$ cat config.mk
export PLATFORM = sky130hd
export DESIGN_NAME = serial_addsub
export DESIGN_NICKNAME = d
export VERILOG_FILES = /design/src/rtl/serial_addsub_pkg.sv /design/src/rtl/slice_adder.sv /design/src/rtl/serial_addsub.sv
export SDC_FILE = /design/constraint.sdc
export NUM_CORES = 1
export LEC_CHECK = 0
export CAP_MARGIN = 15
export CORE_ASPECT_RATIO = 0.8
export CORE_MARGIN = 10
export CORE_UTILIZATION = 44
export DETAILED_ROUTE_END_ITERATION = 7
export GPL_TIMING_DRIVEN = 0
export PLACE_DENSITY = 0.73
export SLEW_MARGIN = 10
export SYNTH_ARGS = -nofsm -noshare
export SYNTH_HDL_FRONTEND = slang
export SYNTH_HIERARCHICAL = 1
export SYNTH_SLANG_ARGS = --single-unit
$ cat constraint.sdc
create_clock -name clk -period 5.3 [get_ports clk]
set_clock_uncertainty 0.15 [all_clocks]
set_input_delay 1.59 -clock clk [delete_from_list [all_inputs] [get_ports clk]]
set_output_delay 1.59 -clock clk [all_outputs]
set_load 0.03 [all_outputs]
$ cat src/rtl/serial_addsub_pkg.sv
// ----------------------------------------------------------------------------
// serial_addsub_pkg
// Shared definitions for the serial adder/subtractor:
//   - state_t   : FSM state encoding (IDLE / RUN / DONE)
//   - DEF_WIDTH : default operand/result width
//   - DEF_SLICE : default number of bits processed per clock
//   - idx_width : width of the slice index counter (never below 1 bit)
// ----------------------------------------------------------------------------
package serial_addsub_pkg;

    typedef enum logic [1:0] {
        ST_IDLE = 2'b00,
        ST_RUN  = 2'b01,
        ST_DONE = 2'b10
    } state_t;

    localparam int DEF_WIDTH = 32;
    localparam int DEF_SLICE = 8;

    // A single-slice configuration still needs a 1-bit index register.
    function automatic int idx_width(input int nslice);
        return (nslice > 1) ? $clog2(nslice) : 1;
    endfunction

endpackage

$ cat src/rtl/slice_adder.sv
// ----------------------------------------------------------------------------
// slice_adder
// Purely combinational SLICE-bit ripple-carry adder with carry in/out.
// Ports:
//   a, b  [SLICE-1:0]  addends
//   cin                carry in
//   sum   [SLICE-1:0]  a + b + cin (low SLICE bits)
//   cout               carry out of the top bit
// ----------------------------------------------------------------------------
module slice_adder
    import serial_addsub_pkg::*;
#(
    parameter int SLICE = DEF_SLICE
) (
    input  logic [SLICE-1:0] a,
    input  logic [SLICE-1:0] b,
    input  logic             cin,
    output logic [SLICE-1:0] sum,
    output logic             cout
);

    // Bit-serial ripple; the carry chain lives in a function-local variable
    // so the combinational block has no self-referencing vector.
    function automatic logic [SLICE:0] ripple(input logic [SLICE-1:0] x,
                                              input logic [SLICE-1:0] y,
                                              input logic             c_in);
        logic [SLICE:0] r;
        logic           c;
        r = '0;
        c = c_in;
        for (int i = 0; i < SLICE; i++) begin
            r[i] = x[i] ^ y[i] ^ c;
            c    = (x[i] & y[i]) | (c & (x[i] ^ y[i]));
        end
        r[SLICE] = c;
        return r;
    endfunction

    // Combinational slice sum with carry out in the MSB.
    always_comb begin
        {cout, sum} = ripple(a, b, cin);
    end

endmodule

$ cat src/rtl/serial_addsub.sv
// ----------------------------------------------------------------------------
// serial_addsub
// Multi-cycle adder/subtractor that processes SLICE bits per clock through one
// time-shared slice_adder. Subtraction is a + ~b + 1 (b inverted at latch
// time, initial carry = sub).
// Ports:
//   clk            clock, rising edge
//   rst            synchronous active-high reset
//   start          request new operation (accepted in IDLE or DONE)
//   sub            0: a+b, 1: a-b (sampled with start)
//   a, b [WIDTH]   operands (sampled with start)
//   busy           high while slices are being processed (RUN)
//   done           one-cycle pulse when sum/cout/ovf are valid
//   sum  [WIDTH]   result, held until the next accepted start
//   cout           carry out of MSB slice (for sub: 1 = no borrow)
//   ovf            signed overflow
// Build option:
//   SERIAL_ADDSUB_OVF_EN  defined -> ovf computed; undefined -> ovf tied to 0
// ----------------------------------------------------------------------------
module serial_addsub
    import serial_addsub_pkg::*;
#(
    parameter int WIDTH = DEF_WIDTH,
    parameter int SLICE = DEF_SLICE
) (
    input  logic             clk,
    input  logic             rst,
    input  logic             start,
    input  logic             sub,
    input  logic [WIDTH-1:0] a,
    input  logic [WIDTH-1:0] b,
    output logic             busy,
    output logic             done,
    output logic [WIDTH-1:0] sum,
    output logic             cout,
    output logic             ovf
);

    localparam int             NSLICE     = WIDTH / SLICE;
    localparam int             IW         = idx_width(NSLICE);
    localparam logic [IW-1:0]  IDX_LAST   = IW'(NSLICE - 1);
    localparam logic [IW-1:0]  IDX_ONE    = IW'(1);
    localparam logic [WIDTH-1:0] SLICE_MASK = WIDTH'({SLICE{1'b1}});

    state_t             state_r;
    state_t             state_nx;
    logic [WIDTH-1:0]   a_r;
    logic [WIDTH-1:0]   b_r;
    logic               carry_r;
    logic [IW-1:0]      idx_r;
    logic [WIDTH-1:0]   sum_r;
    logic               cout_r;

    logic               accept_s;
    logic               last_s;
    int                 off_s;
    logic [SLICE-1:0]   op_a_s;
    logic [SLICE-1:0]   op_b_s;
    logic [SLICE-1:0]   add_sum_s;
    logic               add_cout_s;

    // Slice selection and handshake decode for the current cycle.
    always_comb begin
        accept_s = start && ((state_r == ST_IDLE) || (state_r == ST_DONE));
        last_s   = (idx_r == IDX_LAST);
        off_s    = SLICE * int'(idx_r);
        op_a_s   = SLICE'(a_r >> off_s);
        op_b_s   = SLICE'(b_r >> off_s);
    end

    slice_adder #(
        .SLICE (SLICE)
    ) u_slice_adder (
        .a    (op_a_s),
        .b    (op_b_s),
        .cin  (carry_r),
        .sum  (add_sum_s),
        .cout (add_cout_s)
    );

    // FSM state register.
    always_ff @(posedge clk) begin
        if (rst) begin
            state_r <= ST_IDLE;
        end else begin
            state_r <= state_nx;
        end
    end

    // FSM next-state logic.
    always_comb begin
        state_nx = ST_IDLE;
        case (state_r)
            ST_IDLE: begin
                if (start) state_nx = ST_RUN;
                else       state_nx = ST_IDLE;
            end
            ST_RUN: begin
                if (last_s) state_nx = ST_DONE;
                else        state_nx = ST_RUN;
            end
            ST_DONE: begin
                if (start) state_nx = ST_RUN;
                else       state_nx = ST_IDLE;
            end
            default: state_nx = ST_IDLE;
        endcase
    end

    // FSM outputs decoded from the state register.
    always_comb begin
        busy = 1'b0;
        done = 1'b0;
        case (state_r)
            ST_IDLE: begin busy = 1'b0; done = 1'b0; end
            ST_RUN:  begin busy = 1'b1; done = 1'b0; end
            ST_DONE: begin busy = 1'b0; done = 1'b1; end
            default: begin busy = 1'b0; done = 1'b0; end
        endcase
    end

    // Operand latch and per-slice accumulation; the masked merge writes
    // sum[idx*SLICE +: SLICE] without a variable part-select.
    always_ff @(posedge clk) begin
        if (rst) begin
            a_r     <= '0;
            b_r     <= '0;
            carry_r <= 1'b0;
            idx_r   <= '0;
            sum_r   <= '0;
            cout_r  <= 1'b0;
        end else if (accept_s) begin
            a_r     <= a;
            b_r     <= b ^ {WIDTH{sub}};
            carry_r <= sub;
            idx_r   <= '0;
            sum_r   <= '0;
        end else if (state_r == ST_RUN) begin
            sum_r   <= (sum_r & ~(SLICE_MASK << off_s)) | (WIDTH'(add_sum_s) << off_s);
            carry_r <= add_cout_s;
            idx_r   <= idx_r + IDX_ONE;
            if (last_s) begin
                cout_r <= add_cout_s;
            end
        end
    end

    assign sum  = sum_r;
    assign cout = cout_r;

`ifdef SERIAL_ADDSUB_OVF_EN
    logic ovf_r;

    // Signed overflow: operand signs (b already inverted for sub) agree but
    // the result MSB, produced by the last slice, differs.
    always_ff @(posedge clk) begin
        if (rst) begin
            ovf_r <= 1'b0;
        end else if ((state_r == ST_RUN) && last_s) begin
            ovf_r <= (a_r[WIDTH-1] == b_r[WIDTH-1]) &&
                     (add_sum_s[SLICE-1] != a_r[WIDTH-1]);
        end
    end

    assign ovf = ovf_r;
`else
    assign ovf = 1'b0;
`endif

endmodule

==> results of run 1 <==
## synth_stat cells, types with 2 or more instances
| master | instances |
|---|---|
| a211oi_1 | 33 |
| nor4_4 | 4 |
| a211oi_2 | 2 |
| buf_4 | 5 |
| clkbuf_1 | 4 |
| mux4_2 | 16 |
| ha_1 | 4 |
| a22o_1 | 32 |
| buf_6 | 3 |
| buf_2 | 22 |
| nor3_1 | 2 |
| nand3b_1 | 2 |
| mux2i_1 | 2 |
| nand2b_1 | 2 |
| nor2_1 | 34 |
| xnor2_1 | 33 |
| nor2b_1 | 3 |
| nand2_1 | 65 |
| inv_1 | 12 |
| a21oi_1 | 34 |
| dfxtp_1 | 102 |
| fa_1 | 8 |
## registers in the layout, indices dropped and copies added, names as in the netlist
name	flops
carry_r	1
a_r	32
b_r	32
idx_r	2
state_r	2
sum	32
cout	1
## stage by stage
step	utilization (%)	instance area (µm²)
6_report	60.51	5912
5_1_grt	60.51	5912
4_1_cts	60.48	5908
3_5_place_dp	57.72	5639
3_3_place_gp	57.72	5639
2_1_floorplan	-	4458
## worst max-delay path, stage by stage (launching register included)
cell     delay, ns
dfxtp_1       0.38
buf_4         0.28
buf_6         0.23
mux4_2        0.55
fa_1          0.41
inv_1         0.08
fa_1          0.15
inv_1         0.05
fa_1          0.37
fa_1          0.39
fa_1          0.38
fa_1          0.39
fa_1          0.38
inv_1         0.10
fa_1          0.41
inv_1         0.17
a22o_1        0.15
## kinds of logic (layout without fill, tap and decap cells)
| logic type | Yosys count | in the layout | synth area share [%] |
|---|---|---|---|
| simple gates | 115 | 115 | 12.29 |
| compound gates | 102 | 102 | 16.67 |
| flops | 102 | 102 | 45.80 |
| buf+inv | 46 | 163 | 5.417 |
| xor+xnor | 33 | 33 | 6.483 |
| mux | 18 | 18 | 8.532 |
| fa+ha+maj | 12 | 12 | 4.715 |
| other cells | 1 | 1 | 0.08412 |
## layer usage
| metal | global-route usage [%] | wire [µm] |
|---|---|---|
| met1 | 19.96 | 5333 |
| met2 | 26.78 | 5509 |
| met3 | 5.018 | 1017 |
| met4 | 4.781 | 159 |
| met5 | 0 | 0 |
## power groups by stage
stage | logic [µW] | clock network (µW) | registers (µW)
6_report | 313 | 592 | 834
5_1_grt | 340 | 629 | 838
4_1_cts | 313 | 599 | 834
3_5_place_dp | 312 | 0 | 851
3_3_place_gp | 304 | 0 | 848
2_1_floorplan | 185 | 0 | 848
## worst min path at each step
| stage | from | slack (ns) | end | cells past startpoint |
|---|---|---|---|---|
| floorplan | a_r[18] | 0.28 | a_r[18] | 2 |
| global placement | a_r[4] | 0.29 | a_r[4] | 2 |
| detailed placement | a_r[24] | 0.30 | a_r[24] | 2 |
| CTS | a_r[24] | 0.31 | a_r[24] | 2 |
| global route | a_r[4] | 0.33 | a_r[4] | 2 |
| finish | a_r[24] | 0.30 | a_r[24] | 2 |
## cell type report
class / instances / area [µm²]
Buffer: 34 / 200.2
Clock buffer: 11 / 232.7
Clock inverter: 5 / 36.28
Fill cell: 850 / 3857
Inverter: 12 / 45.04
Multi-Input combinational cell: 281 / 2175
Sequential cell: 102 / 2042
Tap cell: 136 / 170.2
Timing Repair Buffer: 101 / 1011
==> impl_results.md, run 1 <==
- Status: finished clean
- Combinational share of power: between 15 and 20%
- Setup Buffers After CTS: 0
- TritonCTS clock tree: built
- Slew @ Worst Pin: roughly 0.59 ns
- Overflow after GRT: 0
- CP required: around 5.4 ns
- Pwr dens: slightly below 300 nW/µm²
- Reg2reg path depth: 16
- Worst setup EP type: register
- Sw frac: between 20% and 30%
- Root buf cell: clkbuf_16
- Yosys top cell by area: dfxtp_1
- Top-area cell type share of the netlist area: between 40% and 50%
- # rows: 32
- Ranking of synthesized cells by area: dfxtp_1, mux4_2, xnor2_1
- Vias/cell: around 5
- Sequential power share: roughly 48%
- Largest net degree at the start of global routing: 17
- Top FF cell, synth: dfxtp_1
- Clock latency on the worst-skew pair: 0.34 ns
- Syn-to-layout area delta: 32.61%
- Setup-failing EPs final: 0
- Number of instances in the placed design: around 670
- FFs w/ async S/R, synth: 0%
- Vias in the first global route: approximately 3.7k
- Fin Setup TNS: 0 ns
- Peak VDD IR: ~0.17 mV
- Reg2Reg Setup Slack: roughly 0.22 ns
- Vias: about 3.5k
- Drt pass-1 iters: 4
- FF-to-FF Start: idx_r[0]
- # IOs: approximately 100
- RSZ-0062 raised after global routing: false
- H-Tree Depth: 3
- Max-cap viol count: 0
- Number of synthesized flops with an enable pin: 0
- Die Ht: around 110 µm
- Final worst slack: roughly 0.22 ns
- Diodes inserted: 0
- First-pass GRT wire length: 18880 µm
- Min Tclk post-route: roughly 5.1 ns
- Post-CTS sizing: 0
- GRT Overall Usage: about 16%
- Residual DRC count: 0
- Commonest non-fill, non-tap cell in the layout: dfxtp_1
- Total power: between 1500 and 2000 µW
- Crit start category: register
- ANT nets after route: 0
- Seq/Total Area, Yosys: a little under half
- Seq cells post-synth: 102
- PortBufs: roughly 100
- CTS buffer count: 9
- Critical Path Start: idx_r[0]
- Net switching power: 464.4 µW
- Initial antenna violation count: 0
- Share of layout cells above drive strength 1: roughly an eighth
- Ys Warns: 6
- Clock Tree Buf Depth: 2
- DR iter-0 viols: 246
- Max frequency: 197.0 MHz
- CTS sink cnt: just over 100
- Slew Viols, Final: 0
- Post-DR wirelength/cell: 17.62 µm
- Kind of critical path: register to register
- Worst hold path type: register to register
- Hold buffers post-CTS: 0
- Synth cell types: 27
- Gate Count Post-Synth: between 400 and 500
- Syn Std Cell Area: 4458 µm²
- Internal power: 1274 µW
- Rel. slew slack: about three fifths
- Clock share of power: about 34%
- Fin nets: roughly 620
- Critical Path AT: 5.20 ns
- Critical Path Sink: sum[23]
- Maximum fanout along the worst path: 10
- Total wire length: about 12000 µm
- R2R Path End: sum[23]
- Static leakage: about 0.0022 µW
- Die W: around 130 µm
- Final Hold Vio Count: 0
- CTS clk-pin slew, worst paths: around 0.060 ns
- Initial Utilization: between 40% and 50%
- Hold slack: roughly 0.30 ns
- Die footprint: approximately 15000 µm²
- Post-route insts no fill: 682
- Average size of a mapped cell: between 10 and 15 µm²
- Post-DP HPWL: between 9000 and 10000 µm
- Most frequent cells in the layout: dfxtp_1, clkdlybuf4s50_1, nand2_1, a21oi_1, nor2_1
- Tcrit/Tclk final: between 90 and 100%
- Pre-CTS setup slack: 0.1583 ns
- Core area: 9769 µm²
- Syn_nets: between 500 and 600
- RePlAce Congestion: around 0.86
Note: power is estimated with default switching activity, not from simulation.
==> inputs of run 2 (changes only) <==
--- a/config.mk
+++ b/config.mk
@@ -5,9 +5,9 @@
 export SDC_FILE = /design/constraint.sdc
 export NUM_CORES = 1
 export LEC_CHECK = 0
-export CAP_MARGIN = 15
+export CAP_MARGIN = 20
 export CORE_ASPECT_RATIO = 0.8
-export CORE_MARGIN = 10
+export CORE_MARGIN = 4
 export CORE_UTILIZATION = 44
 export DETAILED_ROUTE_END_ITERATION = 7
 export GPL_TIMING_DRIVEN = 0
==> impl_results.md, run 2 (same netlist as run 1, synthesis figures left out) <==
- # IOs: 104 (unchanged)
- Critical Path AT: 5.20 ns (about the same)
- RSZ-0062 raised after global routing: false
- Residual DRC count: 0 (unchanged)
- Die Ht: 98.03 µm (-11%)
- Core area: 9769 µm² (unchanged)
- Reg2reg path depth: 16 (unchanged)
- CTS clk-pin slew, worst paths: 0.06 ns (about the same)
- Total power: 1940 µW (+12%)
- Most frequent cells in the layout: dfxtp_1, clkdlybuf4s50_1, nand2_1, a21oi_1, nor2_1
- Total wire length: 11610 µm (-3.4%)
- CP required: 5.43 ns (about the same)
- Pwr dens: 323.0 nW/µm² (+9.8%)
- Post-route insts no fill: 680 (-0.29%)
- GRT Overall Usage: 20.01% (+3.9 points)
- Largest net degree at the start of global routing: 16 (-1)
- Commonest non-fill, non-tap cell in the layout: dfxtp_1
- Final Hold Vio Count: 0 (unchanged)
- Clock Tree Buf Depth: 2 (unchanged)
- Syn-to-layout area delta: 34.72%
- TritonCTS clock tree: built
- Rel. slew slack: 61.52% (+1.1 points)
- Sequential power share: 43.0% (-5.0 points)
- Clock latency on the worst-skew pair: 0.34 ns (about the same)
- CTS sink cnt: 102 (unchanged)
- DR iter-0 viols: 367 (+49%)
- Vias in the first global route: 3626 (-1.3%)
- Slew Viols, Final: 0 (unchanged)
- Net switching power: 465.8 µW (+0.30%)
- Post-DP HPWL: 8788 µm (-6.9%)
- Max frequency: 197.4 MHz (+0.20%)
- Initial Utilization: 45.63% (unchanged)
- Max-cap viol count: 0 (unchanged)
- Number of instances in the placed design: 666 (unchanged)
- Hold buffers post-CTS: 0 (unchanged)
- Vias/cell: 5.240 (+1.7%)
- Kind of critical path: register to register
- Min Tclk post-route: 5.066 ns (-0.01011 ns)
- Diodes inserted: 0 (unchanged)
- Peak VDD IR: 0.1583 mV (-5.6%)
- CTS buffer count: 9 (unchanged)
- Static leakage: 0.002216 µW (+2.5%)
- Vias: 3563 (+1.4%)
- Sw frac: 24.01% (-2.7 points)
- ANT nets after route: 0 (unchanged)
- Setup-failing EPs final: 0 (unchanged)
- RePlAce Congestion: 0.8424 (-2.0%)
- Drt pass-1 iters: 5 (+1)
- First-pass GRT wire length: 18620 µm (-1.4%)
- Die footprint: 11820 µm² (-19%)
- Clock share of power: 40.8% (+6.8 points)
- Die W: 120.5 µm (-9.1%)
- Slew @ Worst Pin: 0.5761 ns (-0.01626 ns)
- Combinational share of power: 16.3% (-1.7 points)
- Post-DR wirelength/cell: 17.07 µm (-3.2%)
- Crit start category: register
- Hold depth: 2 (unchanged)
- Hold slack: 0.3076 ns (+0.004400 ns)
- # rows: 32 (unchanged)
- Internal power: 1474 µW (+16%)
- Tcrit/Tclk final: 95.59% (-0.19 points)
- Dpl cell area: 5639 µm² (unchanged)
- Setup Buffers After CTS: 0 (unchanged)
- Worst hold path type: register to register
- Share of layout cells above drive strength 1: 12.68% (+0.046 points)
- Overflow after GRT: 0 (unchanged)
- Fin nets: 621 (unchanged)
- Root buf cell: clkbuf_16
- Worst setup EP type: register
- Status: finished clean
- Fin Setup TNS: 0 ns (unchanged)
- Initial antenna violation count: 0 (unchanged)
- PortBufs: 101 (unchanged)
- H-Tree Depth: 3 (unchanged)
- Maximum fanout along the worst path: 10 (unchanged)
- Cell area after layout: 6006 µm² (+1.6%)
-- run 2: changes by cell type in the layout (fill, tap and decap cells not counted), sizes merged --
cell and change:
clkinv -2, clkinvlp -3, bufinv +4, clkbuf -1
-- run 2: final cells by class --
type                       instances  area [µm²]
clock buffer                      10       239.0
buffer                            34       203.9
multi-input combinational        281        2175
timing repair buffer             101        1011
clock inverter                     4       120.1
fill                             847        3764
inverter                          12       45.04
tap                              136       170.2
sequential                       102        2042
-- run 2: layer usage --
layer  wire length, µm  GRT usage [%]
met1              5230          27.78
met2              5488          31.99
met3               745          4.227
met4               140          5.314
met5                 0              0
-- run 2: metrics by stage --
step                utilization (%)  worst slack [ns]
finish                        61.48            0.2340
global route                  61.48           0.02607
CTS                           61.40            0.1154
detailed placement            57.72            0.1431
global placement              57.72            0.2159
floorplan                         -            0.5726
-- run 2: repair_timing --
action                     in CTS  in global routing
resized for setup               0                  2
hold endpoints to repair        0                  0
setup endpoints to repair       0                  4
-- run 2: path summary, 6_finish.rpt --
check | start | endpoint | slack, ns
max | idx_r[0] | sum[7] | 0.23
min reg2reg | a_r[7] | a_r[7] | 0.31
min | a_r[7] | a_r[7] | 0.31
max reg2reg | idx_r[0] | sum[7] | 0.23
-- run 2: power by group through the flow --
| stage | clock network (µW) | registers, µW | logic [µW] |
|---|---|---|---|
| 6_report | 791 | 834 | 315 |
| 5_1_grt | 824 | 837 | 344 |
| 4_1_cts | 795 | 833 | 316 |
| 3_5_place_dp | 0 | 850 | 313 |
| 3_3_place_gp | 0 | 849 | 305 |
| 2_1_floorplan | 0 | 848 | 185 |
-- run 2: worst max-delay path, cell delays in order, from the launching register on --
cell and delay, ns:
dfxtp_1 0.40, buf_6 0.23, buf_6 0.21, mux4_2 0.55, fa_1 0.40, inv_1 0.08, fa_1 0.17, inv_1 0.05
fa_1 0.38, fa_1 0.39, fa_1 0.39, fa_1 0.39, fa_1 0.39, inv_1 0.09, fa_1 0.44, inv_1 0.14
a22o_1 0.15
==> inputs of run 3 (changes only) <==
--- a/config.mk
+++ b/config.mk
@@ -10,7 +10,6 @@
 export CORE_MARGIN = 4
 export CORE_UTILIZATION = 44
 export DETAILED_ROUTE_END_ITERATION = 7
-export GPL_TIMING_DRIVEN = 0
 export PLACE_DENSITY = 0.73
 export SLEW_MARGIN = 10
 export SYNTH_ARGS = -nofsm -noshare
==> impl_results.md, run 3 (same netlist as run 1, synthesis figures left out) <==
- Clock latency on the worst-skew pair: 0.34 ns (about the same)
- Met2 Resource Use GR: 29.03% (-3.0 points)
- Worst setup EP type: register
- H-Tree Depth: 3 (unchanged)
- Net switching power: 469.1 µW (+0.69%)
- GRT Overall Usage: 18.18% (-1.8 points)
- Final worst slack: 0.6357 ns (+0.4017 ns)
- Rel. slew slack: 42.31% (-19 points)
- Diodes inserted: 0 (unchanged)
- Core area: 9769 µm² (unchanged)
- Sequential power share: 46.5% (+3.5 points)
- Crit start category: register
- Pre-CTS setup slack: 0.6898 ns (+0.5467 ns)
- Residual DRC count: 0 (unchanged)
- Slew Viols, Final: 0 (unchanged)
- ANT nets after route: 0 (unchanged)
- TritonCTS clock tree: built
- Maximum fanout along the worst path: 14 (+4)
- Setup Buffers After CTS: 0 (unchanged)
- Max frequency: 214.4 MHz (+8.6%)
- Slew @ Worst Pin: 0.8653 ns (+0.2892 ns)
- Most frequent cells in the layout: dfxtp_1, clkdlybuf4s50_1, nand2_1, a21oi_1, nor2_1
- Fill cells: 866 (+2.2%)
- Total wire length: 10380 µm (-11%)
- Clock share of power: 37.2% (-3.6 points)
- Post-DR wirelength/cell: 15.81 µm (-7.4%)
- Die Ht: 98.03 µm (unchanged)
- # rows: 32 (unchanged)
- Post-DP HPWL: 7990 µm (-9.1%)
- Worst hold path type: register to register
- RSZ-0062 raised after global routing: false
- Tcrit/Tclk final: 88.01% (-7.6 points)
- Post-CTS sizing: 0 (unchanged)
- First-pass GRT wire length: 17190 µm (-7.6%)
- # IOs: 104 (unchanged)
- Met1 GRT Util: 24.29% (-3.5 points)
- Vias: 3380 (-5.1%)
- Initial antenna violation count: 0 (unchanged)
- Status: finished clean
- Drt pass-1 iters: 4 (-1)
- GR Layer Usage met3: 5.327% (+1.1 points)
- Share of layout cells above drive strength 1: 9.789% (-2.9 points)
- Vias in the first global route: 3443 (-5.0%)
- Peak VDD IR: 0.1602 mV (+1.2%)
- Clock Tree Buf Depth: 2 (unchanged)
- Initial Utilization: 45.63% (unchanged)
- Pwr dens: 307.6 nW/µm² (-4.8%)
- Critical Path AT: 4.80 ns (-0.40 ns)
- Kind of critical path: register to register
- Vias/cell: 5.145 (-1.8%)
- PortBufs: 102 (+0.99%)
- CTS sink cnt: 102 (unchanged)
- CTS clk-pin slew, worst paths: 0.07 ns (about the same)
- CTS buffer count: 9 (unchanged)
- Overflow after GRT: 0 (unchanged)
- Static leakage: 0.002097 µW (-5.4%)
- Combinational share of power: 16.2% (about the same)
- RePlAce Congestion: 0.7865 (-6.6%)
- Die W: 120.5 µm (unchanged)
- Setup-failing EPs final: 0 (unchanged)
- Root buf cell: clkbuf_16
- CP required: 5.43 ns (about the same)
- Min Tclk post-route: 4.664 ns (-0.4017 ns)
- Fin Setup TNS: 0 ns (unchanged)
- Die footprint: 11820 µm² (unchanged)
- Busiest grt layer: met2
- Fin nets: 596 (-4.0%)
- Sw frac: 26.19% (+2.2 points)
- Max-cap viol count: 0 (unchanged)
- Final Hold Vio Count: 0 (unchanged)
- Hold buffers post-CTS: 0 (unchanged)
- Syn-to-layout area delta: 30.59%
- Commonest non-fill, non-tap cell in the layout: dfxtp_1
- Internal power: 1322 µW (-10%)
- Largest net degree at the start of global routing: 75 (+59)
- DR iter-0 viols: 236 (-36%)
run 3: layer usage:
layer | vias up | part of all wire (%)
met1 | 1580 | 46
li1 | 1680 | -
met2 | 109 | 47
met5 | - | 0
met3 | 11 | 5.6
met4 | 0 | 1.1
run 3: path summary, 6_finish.rpt:
path | from | endpoint | slack, ns | depth (start not counted)
max | idx_r[0] | sum[23] | 0.64 | 15
min | a_r[26] | a_r[26] | 0.31 | 2
max reg2reg | idx_r[0] | sum[23] | 0.64 | 15
min reg2reg | a_r[26] | a_r[26] | 0.31 | 2
run 3: critical path, stage by stage (launching register included):
cell	delay, ns
dfxtp_1	0.37
buf_4	0.29
mux4_2	0.36
fa_1	0.43
inv_1	0.09
fa_1	0.17
inv_1	0.05
fa_1	0.37
fa_1	0.40
fa_1	0.41
fa_1	0.42
fa_1	0.37
inv_1	0.08
fa_1	0.40
inv_1	0.11
a22o_1	0.13
run 3: metrics by stage:
| stage | total power, µW | utilization, % | instance area (µm²) | cells | hold WS (ns) |
|---|---|---|---|---|---|
| after global placement | 1133 | 56.33 | 5503 | 640 | 0.2909 |
| after CTS | 1806 | 59.59 | 5822 | 657 | 0.3094 |
| after detailed placement | 1144 | 56.48 | 5518 | 641 | 0.2993 |
| after floorplan | 1033 | - | 4458 | 429 | 0.2831 |
| after global routing | 1873 | 59.59 | 5822 | 657 | 0.3327 |
| final | 1791 | 59.59 | 5822 | 657 | 0.3092 |
run 3: final cells by class:
| class | instances | area [µm²] | area share [%] |
|---|---|---|---|
| inverters | 12 | 45.04 | 0.7737 |
| clock buffers | 10 | 229.0 | 3.933 |
| clock inverters | 6 | 75.07 | 1.289 |
| well taps | 136 | 170.2 | 2.923 |
| repair buffers | 110 | 1079 | 18.53 |
| multi-input cells | 281 | 2182 | 37.48 |
| flip-flops and latches | 102 | 2042 | 35.07 |
run 3: power by group through the flow:
stage	Clock [µW]	Combinational (µW)	Sequential, µW
5_1_grt	714	320	839
3_5_place_dp	0	293	851
3_3_place_gp	0	284	849
4_1_cts	678	294	834
2_1_floorplan	0	185	848
6_report	667	291	833
